## config.mk

```make
export PLATFORM = sky130hd
export DESIGN_NAME = jtag_tap_ir_flat
export DESIGN_NICKNAME = d
export VERILOG_FILES = /design/src/rtl/jtag_tap_ir_if.sv /design/src/rtl/jtag_tap_ir.sv /design/src/flat_wrapper.sv
export SDC_FILE = /design/constraint.sdc
export NUM_CORES = 1
export LEC_CHECK = 0
export ABC_AREA = 1
export BUFFER_PORTS_ARGS = -buffer_cell sky130_fd_sc_hd__buf_2
export CORE_MARGIN = 2
export CORE_UTILIZATION = 49
export CTS_CLUSTER_SIZE = 12
export DETAILED_ROUTE_END_ITERATION = 16
export PLACE_DENSITY = 0.75
export SYNTH_ARGS = -nofsm -noshare
export SYNTH_HDL_FRONTEND = slang
export SYNTH_SLANG_ARGS = --single-unit
```

## constraint.sdc

```tcl
create_clock -name TCK -period 1.58 [get_ports TCK]
set_input_delay 0.316 -clock TCK [delete_from_list [all_inputs] [get_ports TCK]]
set_output_delay 0.316 -clock TCK [all_outputs]
set_load 0.005 [all_outputs]
```

## src/rtl/jtag_tap_ir_if.sv

```systemverilog
// Pin-side and user-DR strobe bundle of the jtag_tap_ir TAP.
interface jtag_tap_ir_if #(parameter int unsigned IR_WIDTH = 4);
  logic                TMS;
  logic                TDI;
  logic                TDO;
  logic                TDO_OE;
  logic [IR_WIDTH-1:0] IR;
  logic [3:0]          STATE;
  logic                USER_SEL;
  logic                USER_CAPTURE;
  logic                USER_SHIFT;
  logic                USER_UPDATE;
  logic                USER_TDO;

  modport master (output TMS, TDI, USER_TDO,
                  input  TDO, TDO_OE, IR, STATE, USER_SEL, USER_CAPTURE, USER_SHIFT, USER_UPDATE);
  modport slave  (input  TMS, TDI, USER_TDO,
                  output TDO, TDO_OE, IR, STATE, USER_SEL, USER_CAPTURE, USER_SHIFT, USER_UPDATE);
endinterface

```

## src/rtl/jtag_tap_ir.sv

```systemverilog
// 1149.1 TAP with built-in IR, BYPASS, optional IDCODE DR and gated user-DR strobes.
// Define JTAG_TAP_IDCODE_EN to build the 32-bit IDCODE register (reset instruction becomes IDCODE).
module jtag_tap_ir #(
  parameter int unsigned         IR_WIDTH     = 4,
  parameter logic [31:0]         IDCODE_VALUE = 32'h1000_0001,
  parameter logic [IR_WIDTH-1:0] OP_IDCODE    = IR_WIDTH'(1),
  parameter logic [IR_WIDTH-1:0] OP_USER      = IR_WIDTH'(2),
  parameter logic [IR_WIDTH-1:0] OP_BYPASS    = '1
) (
  input logic         TCK,
  input logic         TRST,
  jtag_tap_ir_if.slave jt
);
  typedef enum logic [3:0] {
    RTI = 4'h0, SEL_DR = 4'h1, CAP_DR = 4'h2, SH_DR = 4'h3, EX1_DR = 4'h4, PAU_DR = 4'h5,
    EX2_DR = 4'h6, UPD_DR = 4'h7, SEL_IR = 4'h8, CAP_IR = 4'h9, SH_IR = 4'hA, EX1_IR = 4'hB,
    PAU_IR = 4'hC, EX2_IR = 4'hD, UPD_IR = 4'hE, TLR = 4'hF
  } tap_state_e;

`ifdef JTAG_TAP_IDCODE_EN
  localparam logic [IR_WIDTH-1:0] RST_IR = OP_IDCODE;
`else
  localparam logic [IR_WIDTH-1:0] RST_IR = OP_BYPASS;
`endif
  localparam logic [IR_WIDTH-1:0] IR_CAPTURE = IR_WIDTH'(2'b01);

  tap_state_e          state_q, state_d;
  logic                cap_ir_d, sh_ir_d, upd_ir_d, cap_dr_d, sh_dr_d, upd_dr_d, tlr_d;
  logic                cap_ir, sh_ir, cap_dr, sh_dr, upd_dr;
  logic [IR_WIDTH-1:0] ir_sr, ir_q;
  logic                bypass_q, tdo_q, tdo_oe_q;
  logic                sel_user, sel_idcode, idcode_lsb, dr_lsb;

  always_ff @(posedge TCK or negedge TRST)
    if (!TRST) state_q <= TLR;
    else       state_q <= state_d;

  always_comb begin
    state_d = TLR;
    case (state_q)
      TLR:     state_d = jt.TMS ? TLR    : RTI;
      RTI:     state_d = jt.TMS ? SEL_DR : RTI;
      SEL_DR:  state_d = jt.TMS ? SEL_IR : CAP_DR;
      CAP_DR:  state_d = jt.TMS ? EX1_DR : SH_DR;
      SH_DR:   state_d = jt.TMS ? EX1_DR : SH_DR;
      EX1_DR:  state_d = jt.TMS ? UPD_DR : PAU_DR;
      PAU_DR:  state_d = jt.TMS ? EX2_DR : PAU_DR;
      EX2_DR:  state_d = jt.TMS ? UPD_DR : SH_DR;
      UPD_DR:  state_d = jt.TMS ? SEL_DR : RTI;
      SEL_IR:  state_d = jt.TMS ? TLR    : CAP_IR;
      CAP_IR:  state_d = jt.TMS ? EX1_IR : SH_IR;
      SH_IR:   state_d = jt.TMS ? EX1_IR : SH_IR;
      EX1_IR:  state_d = jt.TMS ? UPD_IR : PAU_IR;
      PAU_IR:  state_d = jt.TMS ? EX2_IR : PAU_IR;
      EX2_IR:  state_d = jt.TMS ? UPD_IR : SH_IR;
      UPD_IR:  state_d = jt.TMS ? SEL_DR : RTI;
      default: state_d = TLR;
    endcase
  end

  always_comb begin
    cap_ir_d = (state_q == CAP_IR);
    sh_ir_d  = (state_q == SH_IR);
    upd_ir_d = (state_q == UPD_IR);
    cap_dr_d = (state_q == CAP_DR);
    sh_dr_d  = (state_q == SH_DR);
    upd_dr_d = (state_q == UPD_DR);
    tlr_d    = (state_q == TLR);
  end

  // Strobes are sampled mid-state so the next rising edge acts on a stable decode.
  always_ff @(negedge TCK or negedge TRST)
    if (!TRST) {cap_ir, sh_ir, cap_dr, sh_dr, upd_dr} <= '0;
    else       {cap_ir, sh_ir, cap_dr, sh_dr, upd_dr} <= {cap_ir_d, sh_ir_d, cap_dr_d, sh_dr_d, upd_dr_d};

  always_ff @(negedge TCK or negedge TRST)
    if (!TRST)         ir_q <= RST_IR;
    else if (tlr_d)    ir_q <= RST_IR;
    else if (upd_ir_d) ir_q <= ir_sr;

  always_ff @(posedge TCK or negedge TRST)
    if (!TRST)       ir_sr <= '0;
    else if (cap_ir) ir_sr <= IR_CAPTURE;
    else if (sh_ir)  ir_sr <= {jt.TDI, ir_sr[IR_WIDTH-1:1]};

  assign sel_user = (ir_q == OP_USER);

  always_ff @(posedge TCK or negedge TRST)
    if (!TRST) bypass_q <= 1'b0;
    else if (!sel_user && !sel_idcode) begin
      if (cap_dr)     bypass_q <= 1'b0;
      else if (sh_dr) bypass_q <= jt.TDI;
    end

`ifdef JTAG_TAP_IDCODE_EN
  logic [31:0] idcode_sr;
  assign sel_idcode = !sel_user && (ir_q == OP_IDCODE);
  assign idcode_lsb = idcode_sr[0];

  always_ff @(posedge TCK or negedge TRST)
    if (!TRST) idcode_sr <= '0;
    else if (sel_idcode) begin
      if (cap_dr)     idcode_sr <= IDCODE_VALUE;
      else if (sh_dr) idcode_sr <= {jt.TDI, idcode_sr[31:1]};
    end
`else
  assign sel_idcode = 1'b0;
  assign idcode_lsb = 1'b0;
`endif

  assign dr_lsb = sel_user ? jt.USER_TDO : (sel_idcode ? idcode_lsb : bypass_q);

  // TDO keeps its last bit outside shift states; only TDO_OE drops.
  always_ff @(negedge TCK or negedge TRST)
    if (!TRST) begin
      tdo_q    <= 1'b0;
      tdo_oe_q <= 1'b0;
    end else begin
      tdo_oe_q <= sh_ir_d | sh_dr_d;
      if (sh_ir_d)      tdo_q <= ir_sr[0];
      else if (sh_dr_d) tdo_q <= dr_lsb;
    end

  assign jt.TDO          = tdo_q;
  assign jt.TDO_OE       = tdo_oe_q;
  assign jt.IR           = ir_q;
  assign jt.STATE        = state_q;
  assign jt.USER_SEL     = sel_user;
  assign jt.USER_CAPTURE = cap_dr & sel_user;
  assign jt.USER_SHIFT   = sh_dr  & sel_user;
  assign jt.USER_UPDATE  = upd_dr & sel_user;
endmodule

```

## src/flat_wrapper.sv

```systemverilog
// flat-port wrapper written by rule: the top's interface ports become plain ports
module jtag_tap_ir_flat 
#(
  parameter int unsigned         IR_WIDTH     = 4,
  parameter logic [31:0]         IDCODE_VALUE = 32'h1000_0001,
  parameter logic [IR_WIDTH-1:0] OP_IDCODE    = IR_WIDTH'(1),
  parameter logic [IR_WIDTH-1:0] OP_USER      = IR_WIDTH'(2),
  parameter logic [IR_WIDTH-1:0] OP_BYPASS    = '1
)
  (TCK, TRST, jt_TMS, jt_TDI, jt_USER_TDO, jt_TDO, jt_TDO_OE, jt_IR, jt_STATE, jt_USER_SEL, jt_USER_CAPTURE, jt_USER_SHIFT, jt_USER_UPDATE);
  jtag_tap_ir_if #(.IR_WIDTH(IR_WIDTH)) jt_i ();
  input logic TCK;
  input logic TRST;
  input wire logic [$bits(jt_i.TMS)-1:0] jt_TMS;
  input wire logic [$bits(jt_i.TDI)-1:0] jt_TDI;
  input wire logic [$bits(jt_i.USER_TDO)-1:0] jt_USER_TDO;
  output wire logic [$bits(jt_i.TDO)-1:0] jt_TDO;
  output wire logic [$bits(jt_i.TDO_OE)-1:0] jt_TDO_OE;
  output wire logic [$bits(jt_i.IR)-1:0] jt_IR;
  output wire logic [$bits(jt_i.STATE)-1:0] jt_STATE;
  output wire logic [$bits(jt_i.USER_SEL)-1:0] jt_USER_SEL;
  output wire logic [$bits(jt_i.USER_CAPTURE)-1:0] jt_USER_CAPTURE;
  output wire logic [$bits(jt_i.USER_SHIFT)-1:0] jt_USER_SHIFT;
  output wire logic [$bits(jt_i.USER_UPDATE)-1:0] jt_USER_UPDATE;
  assign jt_i.TMS = jt_TMS;
  assign jt_i.TDI = jt_TDI;
  assign jt_i.USER_TDO = jt_USER_TDO;
  assign jt_TDO = jt_i.TDO;
  assign jt_TDO_OE = jt_i.TDO_OE;
  assign jt_IR = jt_i.IR;
  assign jt_STATE = jt_i.STATE;
  assign jt_USER_SEL = jt_i.USER_SEL;
  assign jt_USER_CAPTURE = jt_i.USER_CAPTURE;
  assign jt_USER_SHIFT = jt_i.USER_SHIFT;
  assign jt_USER_UPDATE = jt_i.USER_UPDATE;
  jtag_tap_ir #(.IR_WIDTH(IR_WIDTH), .IDCODE_VALUE(IDCODE_VALUE), .OP_IDCODE(OP_IDCODE), .OP_USER(OP_USER), .OP_BYPASS(OP_BYPASS)) u_core (.TCK(TCK), .TRST(TRST), .jt(jt_i));
endmodule
```

== Word-level counts from Yosys, hierarchy flattened ==
Index checks and enable logic that the tools add are counted.

* Bits of input ports: 5
* Logic and storage cells: 63
* Output and inout bits: 14
* Bits in registers: 20

* Bitwise operators: 5
* Muxes and demuxes: 22
* Equal/unequal tests: 16
* Reduce and logical (&&, ||, !) cells: 9

{| class="wikitable"
|+ Operators with widths
! kind !! count
|-
| 4-bit one-hot mux with 12 select lines || 1
|-
| 4-bit equality test, second input constant || 8
|-
| 4-bit two-way mux || 6
|-
| 4-bit by 3-bit equality test with 1-bit output, second input constant || 4
|-
| 4-bit by 2-bit equality test with 1-bit output, second input constant || 3
|-
| 3-bit two-way mux || 4
|-
| 1-bit two-way mux || 8
|-
| 2-bit nonzero test || 4
|-
| 2-bit two-way mux || 3
|-
| 4-bit by 1-bit equality test with 1-bit output, second input constant || 1
|-
| 4-bit zero test || 1
|-
| 2-bit OR reduction || 2
|-
| 1-bit bitwise AND || 3
|-
| 3-bit OR reduction || 1
|-
| 2-bit AND reduction || 1
|-
| 1-bit NOT || 1
|-
| 1-bit bitwise OR || 1
|}

== Logic depth before layout (Yosys ltp) ==
Gate-level depths: netlist (run 1).

* Word-level depth: 4
* Mapped depth: 7
* Mapped depth without buffers: 7

==> qor.txt, run 1 <==
Status -> complete, but fails checks
Failing checks -> negative setup slack
Critical Path End Type -> primary output
Sink Count -> 20
PwrDens -> 2140 nW/um2
Worst hold margin -> 0.0219 ns
# rows -> 16
R2r setup slk -> -0.44 ns
Synth area leader -> dfstp_2
Net switching power -> 1.64 mW
Slew @ Worst Pin -> 0.317 ns
Clock transition at path regs -> 0.13 ns
Worst EP required -> 1.26 ns
WS Path Type -> register to primary output
Placed instance area -> 1380 um2
Critical path data arrival time -> 2.13 ns
P&R area growth vs syn -> 72.5%
Logic pwr share -> 63.8%
Die Wd -> 49.3 um
IO Pins -> 19
Die area -> 2430 um2
Worst min-delay path category -> input pin to async pin
Post-Syn Instances -> 130
Share of layout cells above drive strength 1 -> 59.0%
Clk_skew -> 0.106 ns
Number of global-route vias before repair -> 1053
Final slew viol count -> 0
Clk pwr share -> 9.1%
Ys flop type -> dfstp_2
Via count -> 1196
Library cells used by synthesis -> 19
P_leak -> 0.893 nW
Reg2Reg Capture Point -> u_core.jt.TDO$_DFFE_NN0P_
Avg Inst Size Synth -> 7.75 um2
Worst R2R Path Depth -> 5
Area contributors post-synth -> dfstp_2, dfrtn_1, dfrtp_1, inv_1, nand2_1
Relative slew slack -> 78.8%
Finished Cell Area -> 1740 um2
Hpwl dp -> 1860 um
Final core area utilization -> 89.5%
EDFF count, synth -> 0
Fin. Hold Viols -> 0
RR Startpoint -> u_core.jt.STATE[3]$_DFF_PN1_
GRT Overall Usage -> 26.4%
Global-route wire length before repair -> 4730 um
Critical Path Start Type -> register
Pint -> 2.08 mW
Port-buffer cells -> 18
CTS tree -> built
Antenna Nets Post-Route -> 0
Mapped Area -> 1010 um2
Mapped Nets -> 135
CTS Buf Count -> 3
MaxCap Viol Count -> 0
Total congestion overflow -> 0
Die height -> 49.3 um
Seq pwr share -> 27.1%
Wirelength per Cell -> 16.8 um
Overall Power -> 3.72 mW
Ys Warns -> 0
Sw Ratio -> 44.1%
Setup TNS -> -11.26 ns
Worst Slack Setup Final -> -0.862 ns
Sequential area share after synthesis -> 50.7%
Asr flop ratio synth -> 100%
# diodes -> 0
RSZ-0062 raised after global routing -> yes
Synth cell count leaders -> inv_1, nand2_1, nor2_1
Endpoints failing setup -> 30
Total core area -> 1940 um2
Max clock buf depth -> 2
CP Max Fanout -> 6
Initial antenna violation count -> 0
CTS Hold Bufs -> 0
Largest net degree at the start of global routing -> 15
Detailed-route DRC error count -> 0
Top-area cell type share of the netlist area -> 20.9%
First-pass DRT Iterations -> 4
H-Tree Level Count -> 1
Number of DRC markers in iteration 0 -> 70
Initial Utilization -> 51.9%
GPL Wtd Cong -> 0.885
Top-count cell post-synth -> inv_1
Post-Route WL -> 3740 um
Root Buffer -> clkbuf_4
Vias per inst -> 5.39
Peak VDD IR -> 1.83 mV
Nets -> 201
Clock latency on the worst-skew pair -> 0.41 ns
Flops & latches, synth -> 20
worst max-delay path by stage:
stage                                      start                   endpoint  slack [ns]  cells after the start
CTS                  u_core.jt.IR[1]$_DFFE_NN1P_             jt_USER_UPDATE       -0.77                      3
global route         u_core.jt.IR[3]$_DFFE_NN1P_                jt_USER_SEL       -0.91                      4
global placement     u_core.jt.IR[0]$_DFFE_NN1P_                jt_USER_SEL       -0.40                      4
finish               u_core.jt.IR[3]$_DFFE_NN1P_                jt_USER_SEL       -0.86                      4
detailed placement   u_core.jt.IR[0]$_DFFE_NN1P_                jt_USER_SEL       -0.42                      4
floorplan           u_core.jt.STATE[3]$_DFF_PN1_  u_core.jt.TDO$_DFFE_NN0P_       -0.31                      5
logic make-up (layout without fill, tap and decap cells):
family | after synthesis | count (layout) | share of synthesized area, %
AOI/OAI and AO/OA | 18 | 18 | 9.44
DFF | 20 | 20 | 50.7
buffers and inverters | 32 | 97 | 11.9
and+or+nand+nor | 60 | 60 | 28.0
state kept, by name (all words and copies together) (netlist names):
signal	count
u_core.bypass_q	1
u_core.cap_dr	1
u_core.cap_ir	1
u_core.ir_sr	4
u_core.jt.IR	4
u_core.jt.STATE	4
u_core.jt.TDO	1
u_core.jt.TDO_OE	1
u_core.sh_dr	1
u_core.sh_ir	1
u_core.upd_dr	1
routing by layer:
metal	vias to the layer above	wire length (um)	part of all wire [%]	GRT usage, %
li1	540	-	-	-
met1	561	1520	41	31.3
met2	78	1870	50	46.2
met3	17	234	6.3	4.60
met4	0	116	3.1	11.9
met5	-	0	0	0
worst max-delay path, stage by stage, from the launching register on:
cell     delay [ns]
dfstp_2        0.58
nor2_4         0.06
nand3_4        0.13
inv_2          0.05
buf_2          0.12
placed cells by master, fill, tap and decap left out, types with 2 or more instances in the layout:
cell,netlist,routed
buf_4,0,28
inv_1,29,22
nand2_1,19,17
buf_2,0,15
buf_6,0,12
inv_2,3,11
nand3_1,14,9
nor2_4,1,8
dfstp_2,8,8
dfrtn_1,7,7
nor2_2,3,6
nor2_1,16,6
o21ai_2,0,5
o21ai_1,2,5
dfrtp_1,5,5
nand2_4,1,4
nand3_2,0,3
clkbuf_4,0,3
buf_12,0,3
nand3_4,0,2
a21oi_1,3,2
o21ai_0,10,2
o22ai_2,0,2
nand4_1,2,2
timing repair:
| item | in CTS | in global routing |
|---|---|---|
| setup buffers | 11 | 10 |
| endpoints found under the setup margin | 26 | 26 |
| gates resized for setup | 26 | 29 |
| pin swaps | 11 | 9 |
metrics by stage:
step | std cells | worst slack, ns
6_report | 222 | -0.862
4_1_cts | 216 | -0.770
5_1_grt | 222 | -0.911
3_5_place_dp | 199 | -0.423
3_3_place_gp | 199 | -0.398
2_1_floorplan | 130 | -0.312
power by group through the flow:
stage / clock (mW) / combinational, mW / sequential [mW]
2_1_floorplan: 0.0197 / 0.747 / 0.988
3_3_place_gp: 0.0197 / 1.42 / 0.944
3_5_place_dp: 0.0197 / 1.46 / 0.961
4_1_cts: 0.294 / 1.81 / 0.968
5_1_grt: 0.355 / 2.48 / 1.03
6_report: 0.339 / 2.37 / 1.01
cell type report:
| class | instances | area (um2) |
|---|---|---|
| sequential | 20 | 510 |
| multi-input combinational | 78 | 546 |
| inverter | 31 | 126 |
| clock inverter | 4 | 15.0 |
| clock buffer | 4 | 26.3 |
| tap | 27 | 33.8 |
| fill | 87 | 204 |
| timing repair buffer | 58 | 480 |
Note: power is estimated with default switching activity, not from simulation.
==> run 2, diff against run 1 <==
--- a/config.mk
+++ b/config.mk
@@ -7,7 +7,7 @@
 export LEC_CHECK = 0
 export ABC_AREA = 1
 export BUFFER_PORTS_ARGS = -buffer_cell sky130_fd_sc_hd__buf_2
-export CORE_MARGIN = 2
+export CORE_MARGIN = 1.5
 export CORE_UTILIZATION = 49
 export CTS_CLUSTER_SIZE = 12
 export DETAILED_ROUTE_END_ITERATION = 16
==> run 2 against run 1 <==
- the flow still finishes with violations (negative setup slack)
- sequential share of layout area increased by 0.65 points
- utilization decreased by 1.9 points
- worst hold slack got worse by 0.00069 ns
- critical path depth decreased by 1
- clock power decreased by 13%
- via count decreased by 7.8%
- critical path type unchanged
==> qor.txt, run 2 (synthesis gave the netlist of run 1 again) <==
Initial antenna violation count -> 0
Placed Cells -> 198
WS Path Type -> register to primary output
First-pass DRT Iterations -> 4
Hpwl dp -> 1810 um
H-Tree Level Count -> 1
GRT Overall Usage -> 25.6%
Max clock buf depth -> 2
Relative slew slack -> 84.7%
Endpoints failing setup -> 26
Critical Path Start Type -> register
PwrDens -> 2050 nW/um2
CTS tree -> built
Metal-1 WL -> 1230 um
RSZ-0062 raised after global routing -> yes
Wirelength per Cell -> 14.7 um
Clock latency on the worst-skew pair -> 0.36 ns
Critical-path cell list -> nand3_4, nor2_2, buf_2
Sink Count -> 20
Most common cell after layout, fill and taps aside -> buf_4
Critical path data arrival time -> 2.02 ns
Status -> complete, but fails checks
Failing checks -> negative setup slack
Nets -> 199
CP delay by family, top -> flip-flops
Highest Signal Layer -> met4
Post-Route WL -> 3240 um
Setup TNS -> -10.40 ns
Slowest-stage cell, CP -> dfstp_2
Detailed-route DRC error count -> 0
Final slew viol count -> 0
Clock transition at path regs -> 0.12 ns
Vias per inst -> 5.01
WL met3 -> 148 um
Slew @ Worst Pin -> 0.229 ns
Worst EP required -> 1.26 ns
Most frequent cells in the layout -> buf_4, inv_1, nand2_1
Worst Slack Setup Final -> -0.758 ns
Net switching power -> 1.49 mW
Fillers -> 102
Worst Path Buf+Inv -> 1
GPL Wtd Cong -> 0.929
Peak VDD IR -> 1.75 mV
Register area -> 510 um2
MaxCap Viol Count -> 0
Share of layout cells above drive strength 1 -> 57.5%
Via count -> 1103
Overall Power -> 3.48 mW
Area of the multi-input gates -> 532 um2
Fin. Hold Viols -> 0
CP Max Fanout -> 5
Global-route wire length before repair -> 4570 um
Total core area -> 1940 um2
P&R area growth vs syn -> 68.8%
CTS Buf Count -> 3
Clk_skew -> 0.0631 ns
Sw Ratio -> 42.8%
Pint -> 1.99 mW
Initial Utilization -> 51.9%
# rows -> 16
DR WL met2 -> 1750 um
Worst min-delay path category -> input pin to async pin
Clk pwr share -> 8.5%
Die Wd -> 48.3 um
Critical Path End Type -> primary output
Worst path max stage delay -> 0.55 ns
Number of global-route vias before repair -> 1064
IO Pins -> 19
Logic pwr share -> 62.8%
Largest net degree at the start of global routing -> 15
Root Buffer -> clkbuf_4
Port-buffer cells -> 18
P_leak -> 0.881 nW
Finished Layout Cells -> 220
Die height -> 48.3 um
Number of DRC markers in iteration 0 -> 24
Total congestion overflow -> 0
Antenna Nets Post-Route -> 0
Die area -> 2340 um2
Seq pwr share -> 28.7%
# diodes -> 0
[run 2: power by group through the flow]
stage	registers (mW)	logic (mW)	clock network [mW]
6_report	0.998	2.19	0.295
5_1_grt	1.02	2.36	0.321
4_1_cts	0.962	1.77	0.290
3_5_place_dp	0.951	1.44	0.0197
3_3_place_gp	0.941	1.40	0.0197
2_1_floorplan	0.988	0.747	0.0197
[run 2: final timing paths]
path,from,to,slack (ns),depth (start not counted)
setup / recovery,u_core.jt.IR[1]$_DFFE_NN1P_,jt_USER_SHIFT,-0.76,3
setup reg to reg,u_core.jt.STATE[3]$_DFF_PN1_,u_core.jt.TDO$_DFFE_NN0P_,-0.50,5
hold / removal,TRST,u_core.ir_sr[2]$_DFFE_PN0P_,0.02,2
hold reg to reg,u_core.jt.TDO$_DFFE_NN0P_,u_core.jt.TDO$_DFFE_NN0P_,0.55,2
min in group TCK,jt_TMS,u_core.jt.STATE[0]$_DFF_PN1_,0.24,3
max in group asynchronous,TRST,u_core.jt.TDO$_DFFE_NN0P_,0.73,2
[run 2: routing by layer]
metal	vias to the layer above	global-route usage [%]
met3	11	3.40
met4	0	15.2
met2	37	45.4
met1	526	29.3
met5	-	0
li1	529	-
[run 2: layout make-up]
| type | count | area share [%] |
|---|---|---|
| tap | 27 | 1.99 |
| inverter | 31 | 7.73 |
| sequential | 20 | 30.0 |
| clock inverter | 5 | 1.18 |
| multi-input combinational | 78 | 31.3 |
| timing repair buffer | 56 | 26.5 |
| clock buffer | 3 | 1.32 |
[run 2: timing repair]
item | 4_1_cts | 5_1_grt
gates resized for setup | 22 | 32
hold buffers | 0 | 0
pin swaps | 13 | 6
setup buffers | 10 | 11
endpoints found under the hold margin | 0 | 0
endpoints found under the setup margin | 26 | 27
[run 2: worst register-to-register path, cell delays in order, from the launching register on]
cell and delay (ns):
dfstp_2 0.65, nand2_4 0.09, nor2_4 0.17, nor2_4 0.06
nand2_1 0.09, nand3_1 0.08
[run 2: per-stage QoR]
stage / area (um2) / hold WS [ns] / util [%] / setup slack (ns)
finish: 1700 / 0.0212 / 87.6 / -0.758
global route: 1700 / 0.0419 / 87.6 / -0.810
CTS: 1560 / 0.0358 / 80.4 / -0.759
detailed placement: 1370 / 0.371 / 70.7 / -0.417
global placement: 1370 / 0.367 / 70.7 / -0.396
floorplan: 1060 / 0.0204 / - / -0.312
